--- src/rtl/ptcalc_scale_pkg.sv ---
// Shared defaults, rounding helper and payload types for the product scale/saturate stage.
package ptcalc_scale_pkg;

  localparam int unsigned PROD_W_DEF = 29;
  localparam int unsigned PT_W_DEF   = 9;
  localparam int unsigned SHIFT_DEF  = 12;
  localparam int unsigned CNT_W_DEF  = 16;
  localparam int unsigned SUM_W      = PROD_W_DEF + 2;

  // Half an LSB of the post-shift result; zero when nothing is shifted out.
  function automatic logic [63:0] round_const(input int unsigned shift);
    logic [63:0] r;
    r = '0;
    if (shift > 0) r[shift-1] = 1'b1;
    return r;
  endfunction

  localparam logic [SUM_W-1:0] ROUND_C = SUM_W'(round_const(SHIFT_DEF));

  typedef logic signed [SUM_W-1:0] sum_t;

  typedef struct packed {
    logic [PT_W_DEF-1:0] pt;
    logic                sat_hi;
    logic                sat_lo;
  } pt_out_t;

endpackage

--- src/rtl/ptcalc_pipe_reg.sv ---
// Single valid/ready register slice; accepts new data when empty or when its contents leave.
module ptcalc_pipe_reg #(
  parameter int unsigned W = 8
) (
  input  logic         i_clk,
  input  logic         i_rst,
  input  logic         i_valid,
  output logic         o_ready,
  input  logic [W-1:0] i_data,
  output logic         o_valid,
  input  logic         i_ready,
  output logic [W-1:0] o_data
);

  logic         r_valid;
  logic [W-1:0] r_data;
  logic         w_load;

  assign o_ready = !i_rst && (!r_valid || i_ready);
  assign w_load  = i_valid && o_ready;
  assign o_valid = r_valid;
  assign o_data  = r_data;

  always_ff @(posedge i_clk) begin
    if (i_rst) begin
      r_valid <= 1'b0;
      r_data  <= '0;
    end else if (w_load) begin
      r_valid <= 1'b1;
      r_data  <= i_data;
    end else if (i_ready) begin
      r_valid <= 1'b0;
    end
  end

endmodule

--- src/rtl/ptcalc_prod_scale_sat.sv ---
// Offset, round-half-up, arithmetic shift and unsigned clamp of the segment product into a pT code,
// with a two-slice valid/ready pipeline and a sticky saturation event counter.
module ptcalc_prod_scale_sat
  import ptcalc_scale_pkg::*;
#(
  parameter int unsigned              PROD_W = PROD_W_DEF,
  parameter int unsigned              SHIFT  = SHIFT_DEF,
  parameter int unsigned              PT_W   = PT_W_DEF,
  parameter logic signed [PROD_W-1:0] OFFSET = '0,
  parameter int unsigned              CNT_W  = CNT_W_DEF
) (
  input  logic                     ap_clk,
  input  logic                     ap_rst,
  input  logic signed [PROD_W-1:0] s_prod,
  input  logic                     s_valid,
  output logic                     s_ready,
  output logic [PT_W-1:0]          m_pt,
  output logic                     m_sat_hi,
  output logic                     m_sat_lo,
  output logic                     m_valid,
  input  logic                     m_ready,
  input  logic                     clr_cnt,
  output logic [CNT_W-1:0]         sat_cnt
);

  localparam int unsigned SUM_W_L = PROD_W + 2;

  typedef logic signed [SUM_W_L-1:0] stage1_t;

  typedef struct packed {
    logic [PT_W-1:0] pt;
    logic            sat_hi;
    logic            sat_lo;
  } out_t;

  localparam stage1_t RND   = $signed(SUM_W_L'(round_const(SHIFT)));
  localparam stage1_t Q_MAX = $signed({{(SUM_W_L-PT_W){1'b0}}, {PT_W{1'b1}}});

  stage1_t          w_sum;
  stage1_t          w_st1_sum;
  stage1_t          w_q;
  logic             w_st1_valid;
  logic             w_st2_ready;
  out_t             w_out;
  out_t             w_st2_data;
  logic             w_xfer;
  logic [CNT_W-1:0] r_cnt;

  // Two guard bits absorb offset and rounding carries for any input.
  assign w_sum = SUM_W_L'(s_prod) + SUM_W_L'(OFFSET) + RND;

  ptcalc_pipe_reg #(
    .W(SUM_W_L)
  ) u_st1 (
    .i_clk   (ap_clk),
    .i_rst   (ap_rst),
    .i_valid (s_valid),
    .o_ready (s_ready),
    .i_data  (w_sum),
    .o_valid (w_st1_valid),
    .i_ready (w_st2_ready),
    .o_data  (w_st1_sum)
  );

  always_comb begin
    w_q   = w_st1_sum >>> SHIFT;
    w_out = '0;
    if (w_q[SUM_W_L-1]) begin
      w_out.sat_lo = 1'b1;
    end else if (w_q > Q_MAX) begin
      w_out.pt     = '1;
      w_out.sat_hi = 1'b1;
    end else begin
      w_out.pt = w_q[PT_W-1:0];
    end
  end

  ptcalc_pipe_reg #(
    .W($bits(out_t))
  ) u_st2 (
    .i_clk   (ap_clk),
    .i_rst   (ap_rst),
    .i_valid (w_st1_valid),
    .o_ready (w_st2_ready),
    .i_data  (w_out),
    .o_valid (m_valid),
    .i_ready (m_ready),
    .o_data  (w_st2_data)
  );

  assign m_pt     = w_st2_data.pt;
  assign m_sat_hi = w_st2_data.sat_hi;
  assign m_sat_lo = w_st2_data.sat_lo;

  assign w_xfer = m_valid && m_ready;

  always_ff @(posedge ap_clk) begin
    if (ap_rst || clr_cnt) begin
      r_cnt <= '0;
    end else if (w_xfer && (m_sat_hi || m_sat_lo) && (r_cnt != '1)) begin
      r_cnt <= r_cnt + 1'b1;
    end
  end

  assign sat_cnt = r_cnt;

endmodule

--- config.mk ---
export PLATFORM = sky130hd
export DESIGN_NAME = ptcalc_prod_scale_sat
export DESIGN_NICKNAME = d
export VERILOG_FILES = /design/src/rtl/ptcalc_scale_pkg.sv /design/src/rtl/ptcalc_pipe_reg.sv /design/src/rtl/ptcalc_prod_scale_sat.sv
export SDC_FILE = /design/constraint.sdc
export NUM_CORES = 1
export LEC_CHECK = 0
export BUFFER_PORTS_ARGS = -buffer_cell sky130_fd_sc_hd__clkbuf_2
export CORE_AREA = 10 10 89 91
export CTS_CLUSTER_SIZE = 16
export DETAILED_ROUTE_END_ITERATION = 10
export DIE_AREA = 0 0 99 101
export MAX_ROUTING_LAYER = met4
export PLACE_DENSITY = 0.59
export SLEW_MARGIN = 15
export SYNTH_ARGS = -nofsm -noshare
export SYNTH_HDL_FRONTEND = slang
export SYNTH_SLANG_ARGS = --single-unit
--- constraint.sdc ---
create_clock -name ap_clk -period 4.7 [get_ports ap_clk]
set_input_delay 0 -clock ap_clk [delete_from_list [all_inputs] [get_ports ap_clk]]
set_output_delay 0 -clock ap_clk [all_outputs]
set_load 0.03 [all_outputs]
==> results of run 1 <==
## what timing repair did
item / CTS / global route
hold buffers: 6 / 0
buffers inserted: 0 / 0
endpoints found under the hold margin: 6 / 0
## cells by family (layout without fill, tap and decap cells)
| kind of cell | after synthesis | count (layout) | synth area share (%) |
|---|---|---|---|
| muxes | 2 | 2 | 0.840 |
| AOI/OAI and AO/OA | 65 | 65 | 17.0 |
| xor gates and xnor gates | 12 | 12 | 4.41 |
| and+or+nand+nor | 140 | 140 | 34.7 |
| adders and majority gates | 2 | 2 | 1.05 |
| buffers and inverters | 16 | 69 | 2.57 |
| DFF | 47 | 47 | 39.5 |
## synthesized netlist by cell type, drive strengths merged (2+ instances only)
| cell type | number | share of area [%] |
|---|---|---|
| o41ai | 2 | 0.74 |
| nor3b | 2 | 0.63 |
| clkbuf | 11 | 1.7 |
| nand3b | 24 | 7.6 |
| dfxtp | 47 | 39 |
| and4 | 4 | 1.5 |
| or4 | 8 | 2.5 |
| o31ai | 6 | 1.9 |
| nor2 | 14 | 2.2 |
| o21ai | 19 | 4.0 |
| nor4 | 8 | 2.4 |
| or3 | 7 | 1.8 |
| xor2 | 6 | 2.2 |
| xnor2 | 6 | 2.2 |
| or2 | 2 | 0.53 |
| nand2 | 30 | 4.7 |
| o211ai | 5 | 1.6 |
| a311oi | 2 | 0.74 |
| or3b | 2 | 0.74 |
| nor2b | 3 | 0.79 |
| nand4 | 9 | 3.0 |
| nor3 | 4 | 0.84 |
| ha | 2 | 1.0 |
| mux2i | 2 | 0.84 |
| inv | 4 | 0.63 |
| a21oi | 14 | 2.9 |
| a31oi | 11 | 2.9 |
| nand3 | 17 | 3.6 |
## cell type report
class,count,area [sq um]
Clock buffer,5,68.8
Clock inverter,3,67.6
Fill cell,638,3310
Inverter,4,15.0
Multi-Input combinational cell,221,1390
Sequential cell,47,941
Tap cell,77,96.3
Timing Repair Buffer,57,315
## final timing paths
kind | endpoint | start | cells after the start | slack, ns
worst max-delay path | sat_cnt[10]$_SDFFE_PP0P_ | sat_cnt[0]$_SDFFE_PP0P_ | 5 | 2.57
worst max register to register | sat_cnt[10]$_SDFFE_PP0P_ | sat_cnt[0]$_SDFFE_PP0P_ | 5 | 2.57
worst min register to register | u_st2.o_data[8]$_SDFFE_PP0P_ | u_st2.o_data[8]$_SDFFE_PP0P_ | 2 | 0.48
worst min-delay path | u_st1.o_data[24]$_SDFFE_PP0P_ | s_prod[24] | 3 | 0.02
## sequential cells by signal (all words and copies together), names as in the netlist
name / flops
u_st1.o_data: 18
u_st2.o_valid: 1
u_st1.o_valid: 1
sat_cnt: 16
u_st2.o_data: 11
## layer usage
| layer | wire length, um | global-route usage, % | up-vias |
|---|---|---|---|
| li1 | - | - | 1180 |
| met5 | 0 | - | - |
| met2 | 2700 | 19.4 | 44 |
| met3 | 264 | 3.09 | 4 |
| met4 | 48 | 3.31 | 0 |
| met1 | 2920 | 15.2 | 1022 |
## report_power, final
| group | internal, uW | total [uW] | leakage, uW | switching (uW) |
|---|---|---|---|---|
| clock | 212 | 353 | 0.0000644 | 140 |
| combinational | 37.0 | 94.4 | 0.000569 | 57.4 |
| sequential | 417 | 429 | 0.000384 | 11.8 |
## worst reg2reg max path: stages (launching register included)
cell and delay, ns:
dfxtp_1 0.46, ha_1 0.25, o2111ai_1 0.36, or3_1 0.49
o311ai_0 0.33, o41ai_1 0.13
## stage by stage
step | setup WS [ns] | hold slack, ns | std cells
after global placement | 2.60 | 0.264 | 400
after CTS | 2.56 | 0.00397 | 414
after detailed placement | 2.58 | 0.279 | 400
final | 2.57 | 0.0159 | 414
after global routing | 2.29 | 0.0347 | 414
after floorplan | 2.67 | 0.121 | 284
==> impl_metrics.csv, run 1 <==
group,metric,value,unit
place,numPortBuffers,51,
power,ir_worst_vdd,0.140,mV
worst_setup_path,crit_arrival,2.31,ns
timing,slew_violations,0,
global_route,grt_pass1_vias,2192,
clock_tree,path_clk_slew,0.09,ns
timing,max_slew_margin,47.0,%
routing,viasPerCell,5.43,
layout,drive_gt1_share,19.0,%
layout,fin_util,46.6,%
worst_setup_path,crit_path_top_delay_cell,"or3_1",
clock_tree,cts.path.max_buffers,2,
worst_setup_path,cp_slowest_stage_delay,0.49,ns
layout,fin_area,2890,sq um
place,placed_area,2690,sq um
global_route,grt_max_degree,40,
timing,setup_viol,0,
yosys,synthDistinctLibCells,44,
yosys,synth_area_per_cell,8.39,sq um
routing,routed_wl,5930,um
worst_setup_path,crit_required,4.88,ns
floorplanning,dieArea,10000,sq um
routing,routedWlPerCell,14.3,um
yosys,ys_ff_latch,47,
worst_setup_path,path_max_fanout,9,
floorplanning,rows,29,
layout,diodes,0,
routing,dr.pass1.iters,4,
worst_setup_path,critical_path.top_delay_family,"compound AO/OA/AOI/OAI gates",
global_route,track_usage,12.3,%
floorplanning,coreArea,6200,sq um
timing,hold_viol,0,
place,dp_hpwl,4410,um
timing,min_period,2.13,ns
yosys,ys_seq_area_share,39.5,%
flow_run,drv_cap,0,
yosys,ys.flop_type,"dfxtp_1",
routing,ant_nets,0,
place,gp_congestion,0.763,
clock_tree,clock_sinks,47,
run_status,outcome,"complete, no violations",
worst_setup_path,critPathCaptureType,"register",
clock_tree,clock_latency,0.30,ns
routing,vias,2250,
timing,maxClockFrequency,0.468,GHz
floorplanning,start_util,38.4,%
layout,layout.cells.most_common,"clkbuf_2",
clock_tree,cts_resized,0,
global_route,grt_overflow,0,
layout,nets,372,
clock_tree,root_buffer,"clkbuf_8",
yosys,syn_inst,284,
timing,post-route-period-util,45.4,%
timing,rsz0062_at_grt,"no",
floorplanning,die_w,99,um
worst_setup_path,worst_setup_path_start_kind,"register",
yosys,synth_edf_count,0,
yosys,synth-async-reset-ratio,0,%
timing,fin_tns_setup,0,ns
power,power,876,uW
min_path,min_path_type,"primary input to register",
yosys,synthesis.area,2380,sq um
worst_setup_path,path_cells,"ha_1 > o2111ai_1 > or3_1 > o311ai_0 > o41ai_1",
floorplanning,ios,63,
timing,worst-slew-pin-transition,0.793,ns
global_route,antenna_found_initial,0,
timing,clock_skew,0.00466,ns
worst_setup_path,critPathBufInv,0,
layout,syn_to_final_growth,21.3,%
clock_tree,htreeDepth,2,
layout,final_cell_mix,"51 x clkbuf_2, 47 x dfxtp_1, 30 x nand2_1, 24 x nand3b_1, 19 x o21ai_0",
global_route,grt_pass1_wl,10300,um
yosys,yosysWarnings,0,
power,power_density,303,nW/um^2
floorplanning,die_y,101,um
clock_tree,numCtsBuffers,5,
yosys,syn_nets,320,
routing,drt_iter0_markers,118,
routing,drc,0,
worst_setup_path,crit_type,"register to register",
power,p_leak,0.00102,uW
clock_tree,cts_tree,"built",
(Power assumes the default switching activity.)
==> run 2: changes to the inputs <==
Settings changed: PLACE_DENSITY 0.59 to 0.61.
Clock period 4.7 ns to 1.79 ns, I/O delays scaled along.
==> run 2 against run 1 <==
Against the previous run: first-iteration DRC count decreased by 25%; non-clock buffer count increased by 13; total power grew to 2.6 times the previous value; sequential share of layout area fell by 0.47 points; cell area is 3.6% higher; final cell count up 3.1%; via count up 5.7%; critical path depth is 1 lower; count of clock-buffer cells in the layout rose by 2; core utilization grew 1.7 points.
==> impl_metrics.csv, run 2 (same netlist as run 1, synthesis figures left out) <==
group,metric,value,unit
run_status,outcome,"complete, no violations",
layout,drive_gt1_share,25.1,%
routing,drc,0,
timing,holdWs,0.0000330,ns
floorplanning,die_y,101,um
floorplanning,ios,63,
routing,routed_wl,6100,um
timing,setup_viol,0,
routing,m1WireLength,2820,um
floorplanning,rows,29,
clock_tree,clock_sinks,47,
place,dp_hpwl,4670,um
timing,worst_slack,0.101,ns
clock_tree,root_buffer,"clkbuf_8",
timing,max_slew_margin,62.6,%
worst_setup_path,crit_type,"register to register",
power,ir_worst_vdd,0.341,mV
timing,slew_violations,0,
clock_tree,path_clk_slew,0.09,ns
routing,drt_iter0_markers,89,
min_path,min_path_type,"primary input to register",
worst_setup_path,crit_arrival,1.92,ns
global_route,grt_pass1_vias,2245,
power,power_density,745,nW/um^2
floorplanning,dieArea,10000,sq um
worst_setup_path,path_max_fanout,6,
routing,vias,2378,
clock_tree,numCtsBuffers,5,
global_route,grt_pass1_wl,10400,um
worst_setup_path,crit_required,2.02,ns
timing,clock_skew,0.00575,ns
routing,routedWlPerCell,14.3,um
routing,routed-wl-met2,2950,um
layout,nets,385,
timing,rsz0062_at_grt,"no",
routing,viasPerCell,5.57,
routing,dr_wl_met3,259,um
routing,routed.top_layer,"met4",
routing,ant_nets,0,
clock_tree,cts_tree,"built",
worst_setup_path,worst_setup_path_start_kind,"register",
flow_run,drv_cap,0,
floorplanning,coreArea,6200,sq um
layout,layout.cells.most_common,"clkbuf_2",
worst_setup_path,critPathCaptureType,"register",
timing,worst-slew-pin-transition,0.558,ns
place,gp_congestion,0.783,
global_route,grt_overflow,0,
layout,largest_reg_flops,18,
global_route,grt_max_degree,28,
power,p_leak,0.00109,uW
layout,final_cell_mix,"51 x clkbuf_2, 37 x dfxtp_1, 30 x nand2_1, 24 x nand3b_1, 19 x o21ai_0",
floorplanning,start_util,38.4,%
timing,maxClockFrequency,0.592,GHz
timing,hold_viol,0,
layout,syn_to_final_growth,25.7,%
timing,post-route-period-util,94.4,%
clock_tree,htreeDepth,2,
clock_tree,clock_latency,0.30,ns
place,numPortBuffers,51,
routing,dr.pass1.iters,4,
place,preCtsSetupSlack,0.0830,ns
floorplanning,die_w,99,um
timing,fin_tns_setup,0,ns
layout,diodes,0,
global_route,antenna_found_initial,0,
global_route,track_usage,12.5,%
clock_tree,cts.path.max_buffers,2,
timing,min_period,1.69,ns
[run 2: cell count changes in the layout (fill, tap and decap cells not counted), moves of 2 or more]
cell           delta
dlygate4sd3_1     -2
dfxtp_2           +7
dfxtp_1          -10
buf_4            +15
dfxtp_4           +3
[run 2: layer usage]
metal	vias up	GRT usage, %
li1	1212	-
met1	1111	14.7
met2	50	20.9
met3	5	2.81
met4	0	3.64
met5	-	-
[run 2: final timing paths]
| check | endpoint | slack [ns] | from | cells after the start |
|---|---|---|---|---|
| setup / recovery | sat_cnt[13]$_SDFFE_PP0P_ | 0.10 | u_st2.o_data[1]$_SDFFE_PP0P_ | 4 |
| hold / removal | u_st1.o_data[23]$_SDFFE_PP0P_ | 0.00003 | s_prod[23] | 3 |
| setup reg to reg | sat_cnt[13]$_SDFFE_PP0P_ | 0.10 | u_st2.o_data[1]$_SDFFE_PP0P_ | 4 |
| hold reg to reg | u_st2.o_data[4]$_SDFFE_PP0P_ | 0.48 | u_st2.o_data[4]$_SDFFE_PP0P_ | 2 |
[run 2: through the flow]
stage	power [uW]	util [%]	instances	cell area, sq um
after floorplan	1300	-	284	2410
after global placement	1400	45.4	414	2820
after detailed placement	1400	45.4	414	2820
after CTS	2260	48.1	426	2980
after global routing	2330	48.3	427	3000
final	2230	48.3	427	3000
[run 2: final cells by class]
type | count | area, sq um
fill | 614 | 3210
multi-input combinational | 221 | 1390
sequential | 47 | 961
timing repair buffer | 70 | 408
clock buffer | 7 | 97.6
tap | 77 | 96.3
clock inverter | 1 | 30.0
inverter | 4 | 15.0
[run 2: critical path, stage by stage, from the launching register on]
cell      delay, ns
dfxtp_2        0.37
o211ai_1       0.21
or4_1          0.59
or3_1          0.32
a21oi_1        0.13
[run 2: what timing repair did]
| item | in CTS | in global routing |
|---|---|---|
| buffers inserted | 0 | 1 |
| endpoints found under the hold margin | 4 | 0 |
| hold buffers | 4 | 0 |
| endpoints found under the setup margin | 0 | 3 |
| resized for setup | 0 | 3 |
[run 2: power breakdown]
| part | leakage [uW] | total [uW] | switching (uW) | internal [uW] |
|---|---|---|---|---|
| Combinational | 0.000634 | 258 | 155 | 103 |
| Clock | 0.0000636 | 855 | 353 | 502 |
| Sequential | 0.000390 | 1120 | 30.1 | 1090 |
| Total | 0.00109 | 2230 | 538 | 1700 |
